`config.mk`:
```
export PLATFORM = sky130hd
export DESIGN_NAME = fifo_flow_ctrl
export DESIGN_NICKNAME = d
export VERILOG_FILES = /design/src/rtl/fifo_flow_ctrl.sv
export SDC_FILE = /design/constraint.sdc
export NUM_CORES = 1
export LEC_CHECK = 0
export ABC_AREA = 1
export CAP_MARGIN = 40
export CORE_ASPECT_RATIO = 0.8
export CORE_MARGIN = 1.5
export CORE_UTILIZATION = 25
export CTS_CLUSTER_DIAMETER = 30
export DETAILED_ROUTE_END_ITERATION = 12
export DONT_BUFFER_PORTS = 1
export GPL_TIMING_DRIVEN = 0
export SLEW_MARGIN = 20
export SYNTH_ARGS = -nofsm -noshare
export SYNTH_HDL_FRONTEND = slang
export SYNTH_SLANG_ARGS = --single-unit
```
`constraint.sdc`:
```
create_clock -name clk -period 2.75 [get_ports clk]
set_clock_uncertainty 0.15 [all_clocks]
set_input_delay 0.4125 -clock clk [delete_from_list [all_inputs] [get_ports clk]]
set_output_delay 0.4125 -clock clk [all_outputs]
set_load 0.03 [all_outputs]
```
`src/rtl/fifo_flow_ctrl.sv`:
```
// Synchronous FIFO with programmable almost-full/almost-empty thresholds and hysteretic pause.
// Latency: FWFT=0 pop data one cycle after an accepted read; FWFT=1 head word visible combinationally.
// Backpressure: fifo_pause sets at count >= afull_thr and releases at count <= aempty_thr; rejected ops set fifo_error.
//
// Ports:
//   clk, reset (async active-low)     clock and reset
//   write / read / data_in_push       push and pop requests, push data
//   afull_thr / aempty_thr            occupancy thresholds, sampled every cycle
//   err_clr                           clears the sticky error (a fault on the same edge wins)
//   data_out_pop / valid_out          popped word (FWFT=1: head word) and its qualifier
//   fifo_count, Fifo_full, fifo_empty, almost_full, almost_empty, fifo_pause, fifo_error
module fifo_flow_ctrl #(
    parameter int DATA_SIZE = 10,
    parameter int MAIN_SIZE = 8,
    parameter int FWFT      = 0
) (
    input  logic                         clk,
    input  logic                         reset,
    input  logic                         write,
    input  logic                         read,
    input  logic [DATA_SIZE-1:0]         data_in_push,
    input  logic [$clog2(MAIN_SIZE):0]   afull_thr,
    input  logic [$clog2(MAIN_SIZE):0]   aempty_thr,
    input  logic                         err_clr,
    output logic [DATA_SIZE-1:0]         data_out_pop,
    output logic                         valid_out,
    output logic [$clog2(MAIN_SIZE):0]   fifo_count,
    output logic                         Fifo_full,
    output logic                         fifo_empty,
    output logic                         almost_full,
    output logic                         almost_empty,
    output logic                         fifo_pause,
    output logic                         fifo_error
);

    localparam int ADDR_W = $clog2(MAIN_SIZE);
    localparam int CNT_W  = ADDR_W + 1;

    logic [DATA_SIZE-1:0] mem [MAIN_SIZE];
    logic [ADDR_W-1:0]    wr_ptr;
    logic [ADDR_W-1:0]    rd_ptr;
    logic [CNT_W-1:0]     count_nxt;
    logic                 pop_acc;
    logic                 push_acc;
    logic                 fault;

    // Flags decode the count register only, keeping read/write off these paths.
    assign Fifo_full    = (fifo_count == CNT_W'(MAIN_SIZE));
    assign fifo_empty   = (fifo_count == '0);
    assign almost_full  = (fifo_count >= afull_thr);
    assign almost_empty = (fifo_count <= aempty_thr);

    // A full FIFO still takes a push when a pop frees the slot on the same edge.
    assign pop_acc  = read && !fifo_empty;
    assign push_acc = write && (!Fifo_full || pop_acc);
    assign fault    = (write && !push_acc) || (read && !pop_acc);

    always_comb begin
        count_nxt = fifo_count;
        case ({push_acc, pop_acc})
            2'b10:   count_nxt = fifo_count + CNT_W'(1);
            2'b01:   count_nxt = fifo_count - CNT_W'(1);
            default: count_nxt = fifo_count;
        endcase
    end

    always_ff @(posedge clk or negedge reset) begin
        if (!reset) begin
            wr_ptr     <= '0;
            rd_ptr     <= '0;
            fifo_count <= '0;
            fifo_pause <= 1'b0;
            fifo_error <= 1'b0;
        end else begin
            if (push_acc) wr_ptr <= wr_ptr + ADDR_W'(1);
            if (pop_acc)  rd_ptr <= rd_ptr + ADDR_W'(1);
            fifo_count <= count_nxt;
            // Hysteresis: hold between the two thresholds.
            if (count_nxt >= afull_thr)
                fifo_pause <= 1'b1;
            else if (count_nxt <= aempty_thr)
                fifo_pause <= 1'b0;
            if (fault)
                fifo_error <= 1'b1;
            else if (err_clr)
                fifo_error <= 1'b0;
        end
    end

    // Storage is not reset; stale contents are unreachable once the pointers clear.
    always_ff @(posedge clk) begin
        if (push_acc) mem[wr_ptr] <= data_in_push;
    end

    generate
        if (FWFT != 0) begin : g_fwft
            assign data_out_pop = mem[rd_ptr];
            assign valid_out    = !fifo_empty;
        end else begin : g_reg
            // Full + read + write: the read sees the old head because the
            // overwrite of that slot lands on the same edge.
            always_ff @(posedge clk or negedge reset) begin
                if (!reset) begin
                    data_out_pop <= '0;
                    valid_out    <= 1'b0;
                end else begin
                    valid_out <= pop_acc;
                    if (pop_acc) data_out_pop <= mem[rd_ptr];
                end
            end
        end
    endgenerate

endmodule

```
Yosys cells after proc, flatten, opt, wreduce, memory -nomap -nowiden:

Memory sizes are Yosys's and may differ from the RTL's. A register that Yosys moved wholly into a read port is not among the register bits.
Cells that the tools add are included.

* latch bits: 0
* RAM bits: 80
* register bits: 13
* memory bits (read-only): 0
* output and inout bits: 21
* memories kept: 1
* logic and storage cells: 39

Memories
* mem: words 8, width 10, rd ports 1, clocked after Yosys merged registers in 1, write ports 1, RTL line 39 `logic [DATA_SIZE-1:0] mem [MAIN_SIZE];`

* shifts and indexed selects: 0
* $mul: 0
* equality and inequality tests: 3
* divide/modulo/power cells: 0
* reduce and logical (&&, ||, !) cells: 14
* bitwise gates (word level): 0
* $lt $le $gt $ge: 4
* muxes and demuxes: 7
* add/sub/neg operators: 4

Operators by type and width (count)
* >= comparator 4 bit: 2
* <= comparator 4 bit: 2
* one-hot mux 4 bit (2 select lines): 1
* adder 3 x 1 -> 3 bit (second input constant): 2
* two-way mux 1 bit: 6
* zero test 1 bit: 5
* adder 4 x 1 -> 4 bit (second input constant): 1
* equality test 4 bit (second input constant): 1
* logical AND 1 bit: 4
* zero test 4 bit: 1
* nonzero test 2 bit: 2
* subtractor 4 x 1 -> 4 bit (second input constant): 1
* equality test 2 x 1 -> 1 bit (second input constant): 1
* equality test 2 bit (second input constant): 1
* logical OR 1 bit: 2

Logic depth before layout (Yosys ltp):

Gate-level depths: netlist of the first run.

* depth in word-level cells: 10
* mapped depth: 16
* depth with buffers taken out: 16

Least setup slack after synthesis of the first run:

No wires, ideal clock.

* path type: flip-flop to flip-flop
* from: register fifo_count[0]
* to: register fifo_pause
* slack: -0.061 ns
* required time: 2.481 ns
* arrival time: 2.542 ns
* clock period less this slack: 2.811 ns
* buffers on the path: 0
* cell stages (with the launch flop): 17
* cells stage by stage: dfrtp_1 nor2_4 nand2_4 nand3_1 inv_2 ha_1 a21oi_1 nand2_1 nand2_1 nand2_1 nand2_1 nand3_1 ha_1 a21oi_1 o21ai_0 nor2_1 nand2_1

* word-level cells in the longest chain between the ends: 9
* elaborated cells between the ends (all ways): 16

Ends and longest elaborated chain
* start, declared: RTL line 27 `output logic [$clog2(MAIN_SIZE):0] fifo_count,`
* start signal, assigned: RTL line 77 `fifo_count <= count_nxt;`
* zero test 4 bit: RTL line 49 `assign fifo_empty = (fifo_count == '0);`
* zero test 1 bit: RTL line 54 `assign pop_acc = read && !fifo_empty;`
* logical AND 1 bit: RTL line 54
* logical OR 1 bit: RTL line 55 `assign push_acc = write && (!Fifo_full || pop_acc);`
* logical AND 1 bit: RTL line 55
* equality test 2 x 1 -> 1 bit / equality test 2 bit (equally long branches): RTL line 60 `case ({push_acc, pop_acc})`
* one-hot mux 4 bit (2 select lines) (*): RTL line 60
* via count_nxt[3]: RTL line 42 `logic [CNT_W-1:0] count_nxt;`
* >= comparator 4 bit / <= comparator 4 bit (equally long branches): RTL line 79, 81
* two-way mux 1 bit / nonzero test 2 bit (equally long branches)
* end signal, assigned: RTL line 72 `fifo_pause <= 1'b0;`
* end signal, assigned: RTL line 80 `fifo_pause <= 1'b1;`
* end signal, assigned: RTL line 82 `fifo_pause <= 1'b0;`
* end, declared: RTL line 32 `output logic fifo_pause,`

Mark *: on every way through the listed nets, which the timed path passes. The rest lies on a longest branch.
A chain may end at the register's enable or synchronous reset.

Worst setup path in the final report of the first run:

* from: register fifo_count[1]
* to: register fifo_pause

Same word-level chain as after synthesis.

==> reports/results.tsv, run 1 <==
stage	metric	value	unit
synthesis	Seq cells post-synth	103	
route	Antenna Nets Post-Route	0	
route	Vias/cell	4.27	
route	routed wire length	11100	µm
placement	Port Buffer Count	0	
worst_setup_path	CP max stage cell	dfrtp_4	
die	floorplan core area	18300	µm²
timing	Final Cycle Share	0.950	
hold_path	origin of the worst min-delay path	data_in_push[7]	
power	Worst IR Drop VDD	0.392	mV
worst_setup_path	reg-to-reg setup timing slack	140	ps
cts	clock root buffer	clkbuf_16	
synthesis	Cells after Synth	466	
die	Die Width	157	µm
worst_setup_path	WP data arrival	2750	ps
layout	Cell Count, Final, Fillers Out	758	
worst_setup_path	Critical Path RT	2890	ps
layout	most frequent cells in the layout	nand2_1, edfxtp_1, nand3_1, inv_1, nor2_1	
timing	Slew Limit Fails	0	
timing	Hold Violations, Final	0	
worst_setup_path	crit path max fanout	7	
die	row count	44	
cts	CTS tree	yes	
timing	Worst Tran Pin Value	612	ps
cts	clk slew on worst S/H paths	70	ps
job	max-cap violations	0	
placement	gpl congestion	0.807	
synthesis	Synth top area share	0.507	
route	DRC Markers	0	
power	P_leak	2.35	nW
worst_setup_path	Crit. End Element	flip-flop	
worst_setup_path	critical path's top delay family	simple AND/OR/NAND/NOR gates	
synthesis	Post-Syn Nets	510	
worst_setup_path	kind of critical path	flip-flop to flip-flop	
worst_setup_path	crit start category	flip-flop	
hold_path	hold path cells	0	
die	Initial Util	0.258	
run_status	status	complete, no violations	
worst_setup_path	reg2reg start	fifo_count[1]	
timing	worst hold margin	13.5	ps
placement	Placed Cells incl. Taps	724	
timing	# setup viols final	0	
cts	clock tree buffer depth	2	
route	total number of vias	3240	
timing	RSZ-0062 raised after global routing	no	
worst_setup_path	worst stage delay on the critical path	580	ps
synthesis	YS warnings	0	
synthesis	sequential fraction of the synthesis area	0.628	
synthesis	Avg Cell Area, Syn	10.2	µm²
cts	H-tree Lvls	3	
layout	share of layout cells above drive strength 1	0.139	
route	drt pass-1 iters	5	
timing	max frequency	0.383	GHz
worst_setup_path	r2r endpoint	fifo_pause	
global_routing	GRT Util Overall	0.118	
layout	Final #Nets	543	
placement	DP Wirelength	7600	µm
cts	cts bufs inserted	9	
worst_setup_path	CP Cell Sequence	nor2_4, nand2_4, nand3_4, inv_4, ha_4, a21oi_4, nand2_1, nand2_2, nand2_2, nand2_2, nand3_4, ha_4, nand2_1, o21ai_1, nand3_1, nand2_1	
power	power density over the cells	1050	nW/µm²
global_routing	vias in the first global route	3036	
cts	Clk Latency, worst-skew pair	350	ps
timing	final setup TNS	0	ps
global_routing	grt ovf	0	
power	Final Total Pwr	5.94	mW
die	Ports	44	
route	First DRT Iteration DRCs	256	
synthesis	Netlist cell types	28	
timing	minimum clock period	2610	ps
global_routing	largest net degree at the start of global routing	24	
layout	fillers	1847	
cts	Clock Sinks	103	
die	Die ar.	19800	µm²
synthesis	biggest area consumer among synthesized cells	edfxtp_1	
global_routing	initial antenna violation count	2	
die	die height	126	µm
synthesis	mapped cell area	4740	µm²
hold_path	worst hold path class	input port to flip-flop	
timing	Rel. slew slack	0.592	
hold_path	WHS Endpoint	mem[2][7]	
global_routing	first-pass GRT wire length	17300	µm
route	wire per inst	14.6	µm
worst_setup_path	buffers plus inverters on the worst setup path	1	
layout	commonest non-fill, non-tap cell in the layout	nand2_1	
synthesis	Synth area leaders	edfxtp_1, dfrtp_1, nand2_1, nand3_1, ha_1	
layout	area grow syn2layout	19.3	%
worst_setup_path	worst reg-to-reg path cell count	16	
## registers in the layout (all words and copies together), names as in the netlist
register and flops:
data_out_pop 10, fifo_count 4, fifo_error 1, fifo_pause 1, mem 80, rd_ptr 3, valid_out 1, wr_ptr 3
## report_power, final
part           internal [mW]  switching, mW  total [mW]
registers               2.01          0.484        2.49
clock network          0.616          0.555        1.17
logic                  0.795           1.48        2.27
total                   3.42           2.52        5.94
## metal layers
metal,GRT usage,wire length (µm),vias up
met1,0.179,5600,1522
met4,0.0415,129,0
li1,-,-,1619
met3,0.0248,656,12
met2,0.165,4700,87
met5,0,0,-
## cell usage after synthesis
cell type	count
or2_4	1
inv_4	1
nor2_2	4
nand2_4	2
inv_2	4
o21ai_1	3
clkbuf_1	4
o211ai_1	1
a21oi_1	8
nor2_4	1
buf_1	2
nand3_1	59
buf_4	2
nor2_1	30
dfrtp_1	23
ha_1	20
buf_6	1
nand2_2	1
xor2_1	3
inv_1	40
fa_1	1
nand2_1	150
nand3_2	1
edfxtp_1	80
o21ai_0	13
o221ai_1	1
nand4_1	2
buf_2	8
## logic make-up after synthesis
logic type	after synthesis	synth area share
buffers and inverters	62	0.0549
AOI/OAI and AO/OA	26	0.0288
and+or+nand+nor	251	0.225
adders and majority gates	21	0.0570
DFF	103	0.628
xor gates and xnor gates	3	0.00555
## worst reg2reg max path: stages, from the launching register on
cell and delay [ps]:
dfrtp_4 580, nor2_4 150, nand2_4 80, nand3_4 100, inv_4 60, ha_4 250, a21oi_4 130, nand2_1 80
nand2_2 80, nand2_2 50, nand2_2 70, nand3_4 120, ha_4 290, nand2_1 50, o21ai_1 130, nand3_1 90
nand2_1 80
## repair_timing
item	in CTS	in global routing
setup endpoints to repair	1	1
setup buffers	1	4
gates resized for setup	5	17
pin swaps	1	12
hold endpoints to repair	96	0
hold buffers	12	0
## area by class of cell
class | count | area, µm² | area share
Antenna cell | 1 | 2.50 | 0.000443
Tap cell | 253 | 317 | 0.0560
Timing Repair Buffer | 22 | 203 | 0.0359
Clock buffer | 11 | 233 | 0.0412
Multi-Input combinational cell | 301 | 1610 | 0.285
Buffer | 17 | 88.8 | 0.0157
Clock inverter | 5 | 37.5 | 0.00664
Inverter | 45 | 174 | 0.0308
Sequential cell | 103 | 2990 | 0.528
## per-stage QoR
step,utilization,area [µm²],worst slack [ps]
2_1_floorplan,-,4750,31.5
3_3_place_gp,0.276,5060,-282
3_5_place_dp,0.278,5100,-290
4_1_cts,0.302,5540,19.3
5_1_grt,0.308,5650,7.93
6_report,0.308,5650,139
## worst max path at each step
stage | start | end | cells past startpoint
6_report | fifo_count[1] | fifo_pause | 16
5_1_grt | fifo_count[1] | fifo_pause | 16
4_1_cts | fifo_count[1] | fifo_pause | 15
3_5_place_dp | fifo_count[0] | fifo_pause | 16
3_3_place_gp | fifo_count[0] | fifo_pause | 16
2_1_floorplan | fifo_count[0] | fifo_pause | 16
Power figures use the tool's default switching activity.
==> run 2, diff against run 1 <==
CORE_ASPECT_RATIO = unset   (was 0.8)
==> reports/results.tsv, run 2 (synthesized netlist as in run 1, its figures left out) <==
stage	metric	value	unit	change
job	max-cap violations	0		unchanged
layout	area occupied by registers	2980	µm²	about the same
layout	max reg flops	80		unchanged
worst_setup_path	WP data arrival	2740	ps	about the same
worst_setup_path	CP Cell Sequence	nor2_4, nand2_4, nand3_4, inv_4, ha_4, a21oi_4, nand2_2, nand2_2, nand2_1, nand2_2, nand3_4, ha_4, a21oi_2, o21ai_1, nor2_1, nand2_1		
hold_path	worst hold path class	input port to flip-flop		
cts	clk slew on worst S/H paths	70	ps	about the same
global_routing	grt ovf	0		unchanged
layout	share of layout cells above drive strength 1	0.137		-0.00209
die	row count	50		+14%
timing	final setup TNS	0	ps	unchanged
worst_setup_path	r2r endpoint	fifo_pause		
layout	multi-input logic area	1610	µm²	-0.16%
die	Ports	44		unchanged
timing	# setup viols final	0		unchanged
timing	Worst Tran Pin Value	614	ps	+1.58 ps
global_routing	vias in the first global route	3163		+4.2%
placement	gpl congestion	0.829		+2.7%
cts	Clk Latency, worst-skew pair	350	ps	about the same
route	drt pass-1 iters	6		+1
placement	Port Buffer Count	0		unchanged
run_status	status	complete, no violations		
cts	clock tree buffer depth	2		unchanged
layout	commonest non-fill, non-tap cell in the layout	nand2_1		
cts	CTS tree	yes		
route	routed wire length	11100	µm	+0.46%
route	DRC Markers	0		unchanged
die	floorplan core area	18600	µm²	+1.7%
worst_setup_path	Crit. End Element	flip-flop		
worst_setup_path	reg2reg start	fifo_count[0]		
route	total number of vias	3252		+0.37%
route	wire per inst	14.8	µm	+1.1%
placement	pre-CTS setup slack	-333	ps	-43.3 ps
route	First DRT Iteration DRCs	247		-3.5%
timing	max frequency	0.378	GHz	-1.3%
layout	fillers	1878		+1.7%
worst_setup_path	Critical Path RT	2840	ps	-50 ps
global_routing	first-pass GRT wire length	17400	µm	+0.72%
die	die height	141	µm	+12%
hold_path	origin of the worst min-delay path	read		
placement	Placed Cells incl. Taps	704		-2.8%
global_routing	GRT Util Overall	0.116		-0.00195
timing	minimum clock period	2650	ps	+35.7 ps
placement	DP Wirelength	7380	µm	-3.0%
cts	H-tree Lvls	3		unchanged
cts	Clock Sinks	103		unchanged
cts	clock root buffer	clkbuf_16		
hold_path	WHS Endpoint	fifo_error		
route	Vias/cell	4.32		+1.0%
layout	area grow syn2layout	21.9	%	
timing	Final Cycle Share	0.963		+0.0130
die	Die Width	141	µm	-10%
layout	Cell Count, Final, Fillers Out	753		-0.66%
timing	Slew Limit Fails	0		unchanged
power	power density over the cells	1040	nW/µm²	-0.92%
power	P_leak	2.42	nW	+3.2%
layout	Largest regs	mem (80), data_out_pop (10), fifo_count (4)		
die	Die ar.	19800	µm²	about the same
worst_setup_path	worst stage delay on the critical path	540	ps	-40 ps
route	Antenna Nets Post-Route	0		unchanged
worst_setup_path	CP max stage cell	dfrtp_2		
worst_setup_path	worst reg-to-reg path cell count	16		unchanged
layout	most frequent cells in the layout	nand2_1, edfxtp_1, nand3_1, inv_1, nor2_1		
global_routing	largest net degree at the start of global routing	24		unchanged
power	Final Total Pwr	6.02	mW	+1.3%
worst_setup_path	crit start category	flip-flop		
global_routing	initial antenna violation count	0		-2
die	Initial Util	0.254		-0.00430
worst_setup_path	most used cell, CP	nand2_2		
layout	ANT cells	0		-1
hold_path	hold path cells	2		+2
timing	Hold Violations, Final	0		unchanged
worst_setup_path	kind of critical path	flip-flop to flip-flop		
placement	placed inst area	5070	µm²	-0.61%
timing	RSZ-0062 raised after global routing	yes		
timing	Rel. slew slack	0.591		-0.00106
timing	post-route worst setup slack	103	ps	-35.7 ps
power	Worst IR Drop VDD	0.306	mV	-22%
layout	Top reg by flops	mem		
cts	cts bufs inserted	9		unchanged
layout	Design Area, Final	5780	µm²	+2.3%
layout	Final #Nets	558		+2.8%
worst_setup_path	crit path max fanout	7		unchanged
worst_setup_path	reg-to-reg setup timing slack	100	ps	-40 ps
[run 2: cell types whose count changed in the layout (fill, tap and decap cells not counted)]
cell           delta
clkinv_4          -1
dfrtp_2           +1
inv_8             +2
dlygate4sd3_1    +14
dfrtp_4           -1
nand2_1           +1
inv_6             +1
nand2_2           -1
buf_4             +1
clkinvlp_4        -1
clkbuf_1          -1
diode_2           -1
[run 2: how the worst max path moves through the flow]
stage / start / endpoint / slack, ps / cells past startpoint
6_report: fifo_count[0] / fifo_pause / 100 / 16
5_1_grt: fifo_count[0] / fifo_pause / -40 / 16
4_1_cts: fifo_count[1] / fifo_pause / 20 / 15
3_5_place_dp: fifo_count[0] / fifo_pause / -330 / 16
3_3_place_gp: fifo_count[0] / fifo_pause / -310 / 16
2_1_floorplan: fifo_count[0] / fifo_pause / 30 / 16
[run 2: timing repair]
action,in CTS,in global routing
hold buffers,19,7
gates resized for setup,6,14
buffers inserted,1,5
pin swaps,1,9
endpoints found under the setup margin,1,1
hold endpoints to repair,75,17
[run 2: worst max-delay path: cells and delay by family, from the launching register on]
kind            cells  cell delay (ps)
buf+inv             1               60
compound gates      3              330
simple gates       10              940
fa+ha+maj           2              500
flops               1              540
[run 2: routing by layer]
metal | global-route usage | wire [µm]
met1 | 0.158 | 5380
met2 | 0.178 | 5000
met3 | 0.0343 | 618
met4 | 0.0373 | 136
met5 | 0 | 0
[run 2: report_power, final]
part           internal (mW)  switching (mW)
Combinational          0.817            1.48
Sequential              2.00           0.494
Clock                  0.631           0.591
Total                   3.45            2.56
[run 2: through the flow]
step                      hold slack (ps)  utilization
final                                39.8        0.310
after global routing                 51.7        0.310
after CTS                           0.245        0.300
after detailed placement            -31.9        0.272
after global placement              -31.8        0.270
after floorplan                     -33.1            -
[run 2: final cells by class]
type,count,area share
repair buffers,37,0.0606
clock buffers,10,0.0396
clock inverters,6,0.00909
multi-input cells,301,0.278
flip-flops and latches,103,0.516
plain buffers,17,0.0154
inverters,45,0.0301
well taps,234,0.0507
==> run 3, diff against run 2 <==
CORE_MARGIN = unset   (was 1.5)
CORE_UTILIZATION = 28   (was 25)
==> reports/results.tsv, run 3 (synthesized netlist as in run 1, its figures left out) <==
stage	metric	value	unit	change
run_status	status	complete, no violations		
placement	DP Wirelength	7700	µm	+4.4%
layout	share of layout cells above drive strength 1	0.142		+0.00521
worst_setup_path	WP data arrival	2760	ps	+20 ps
hold_path	worst hold path class	input port to flip-flop		
die	Initial Util	0.287		+0.0326
route	Antenna Nets Post-Route	0		unchanged
layout	multi-input logic area	1610	µm²	+0.31%
worst_setup_path	Critical Path RT	2830	ps	about the same
timing	# setup viols final	0		unchanged
route	drt pass-1 iters	5		-1
layout	final core utilization	0.342		+0.0325
timing	worst hold margin	11.2	ps	-28.6 ps
cts	Clk Latency, worst-skew pair	340	ps	about the same
worst_setup_path	crit path max fanout	7		unchanged
layout	Top reg by flops	mem		
global_routing	first-pass GRT wire length	16900	µm	-2.9%
power	Final Total Pwr	6.07	mW	+0.97%
route	routed wl met2	5510	µm	+10%
die	floorplan core area	16500	µm²	-11%
die	die height	132	µm	-6.1%
power	Power Internal	3.52	mW	+2.0%
power	Sw Ratio	0.420		-0.00573
route	total number of vias	3319		+2.1%
route	met3 wire len	674	µm	+9.1%
power	P_leak	2.37	nW	-2.0%
timing	minimum clock period	2670	ps	+26.3 ps
power	Worst IR Drop VDD	0.389	mV	+27%
placement	placed inst area	5040	µm²	-0.49%
power	power density over the cells	1070	nW/µm²	+3.1%
route	wire per inst	15.5	µm	+4.9%
layout	Design Area, Final	5660	µm²	-2.1%
worst_setup_path	crit start category	flip-flop		
route	routed wire length	11300	µm	+1.3%
timing	final setup TNS	0	ps	unchanged
route	Vias/cell	4.57		+5.7%
cts	Clock Sinks	103		unchanged
cts	cts bufs inserted	9		unchanged
layout	fillers	1604		-15%
global_routing	grt ovf	0		unchanged
power	Seq pwr share	0.411		-0.004
cts	H-tree Lvls	3		unchanged
placement	gpl congestion	0.842		+1.6%
layout	area grow syn2layout	19.4	%	
timing	Worst Tran Pin Value	663	ps	+49.1 ps
cts	clock root buffer	clkbuf_16		
power	Sw Pwr	2.55	mW	-0.39%
power	Logic pwr share	0.377		-0.005
timing	Final Cycle Share	0.972		+0.00957
job	max-cap violations	0		unchanged
global_routing	largest net degree at the start of global routing	24		unchanged
cts	clock tree buffer depth	2		unchanged
cts	CTS tree	yes		
layout	max reg flops	80		unchanged
timing	max frequency	0.374	GHz	-0.98%
layout	most frequent cells in the layout	nand2_1, edfxtp_1, nand3_1, inv_1, nor2_1		
timing	Slew Limit Fails	0		unchanged
die	row count	47		-6.0%
route	DRC Markers	0		unchanged
layout	commonest non-fill, non-tap cell in the layout	nand2_1		
timing	RSZ-0062 raised after global routing	yes		
die	Die ar.	17400	µm²	-12%
cts	clk slew on worst S/H paths	70	ps	about the same
global_routing	initial antenna violation count	0		unchanged
layout	Final #Nets	546		-2.2%
die	Die Width	132	µm	-6.1%
global_routing	GRT Util Overall	0.128		+0.0114
layout	area occupied by registers	2990	µm²	about the same
power	Clock power frac	0.212		+0.009
route	First DRT Iteration DRCs	187		-24%
worst_setup_path	kind of critical path	flip-flop to flip-flop		
layout	Largest regs	mem (80), data_out_pop (10), fifo_count (4)		
placement	Port Buffer Count	0		unchanged
timing	Hold Violations, Final	0		unchanged
worst_setup_path	Crit. End Element	flip-flop		
global_routing	vias in the first global route	3149		-0.44%
layout	ANT cells	0		unchanged
route	highest routed layer	met4		
route	met1 wire length	4970	µm	-7.6%
die	Ports	44		unchanged
timing	Rel. slew slack	0.558		-0.0328
## run 3: repair_timing
| action | 4_1_cts | 5_1_grt |
|---|---|---|
| hold endpoints to repair | 25 | 50 |
| endpoints found under the setup margin | 1 | 1 |
| hold buffers | 2 | 13 |
| buffers inserted | 1 | 4 |
| pin swaps | 2 | 9 |
| gates resized for setup | 7 | 15 |
## run 3: final cells by class
| type | instances | area share |
|---|---|---|
| Clock inverter | 7 | 0.0139 |
| Timing Repair Buffer | 25 | 0.0385 |
| Buffer | 17 | 0.0157 |
| Tap cell | 220 | 0.0487 |
| Multi-Input combinational cell | 301 | 0.285 |
| Clock buffer | 9 | 0.0398 |
| Sequential cell | 103 | 0.528 |
| Inverter | 45 | 0.0307 |
## run 3: layer usage
layer,GRT usage,up-vias
li1,-,1623
met1,0.164,1590
met2,0.213,95
met3,0.0308,11
met4,0.0375,0
met5,0,-
## run 3: worst paths after layout
path,start,end,slack (ps),depth (start not counted)
max,fifo_count[2],fifo_pause,80,12
min,data_in_push[2],mem[6][2],10,0
max reg2reg,fifo_count[2],fifo_pause,80,12
min reg2reg,wr_ptr[2],wr_ptr[2],380,2
max in group asynchronous,reset,fifo_count[2],1600,2
min in group asynchronous,reset,data_out_pop[2],450,2
## run 3: critical path, cell delays in order (launching register included)
cell     delay [ps]
dfrtp_4         580
nor2_4          150
nand2_4          90
nand3_4         110
inv_4            60
fa_1            480
nand3_1         100
nand2_1         160
ha_1            260
a21oi_1         160
o21ai_1          80
nor2_1          110
nand2_1          70
## run 3: stage by stage
step	cells	worst slack (ps)
final	727	76.7
after global routing	727	-116
after CTS	708	16.8
after detailed placement	689	-338
after global placement	686	-244
after floorplan	466	31.5
## run 3: power groups by stage
stage	Sequential [mW]	Combinational, mW	Clock, mW
after floorplan	2.44	1.54	0
after global placement	2.51	1.97	0
after detailed placement	2.52	2.07	0
after CTS	2.50	2.14	1.31
after global routing	2.53	2.58	1.37
final	2.50	2.29	1.29
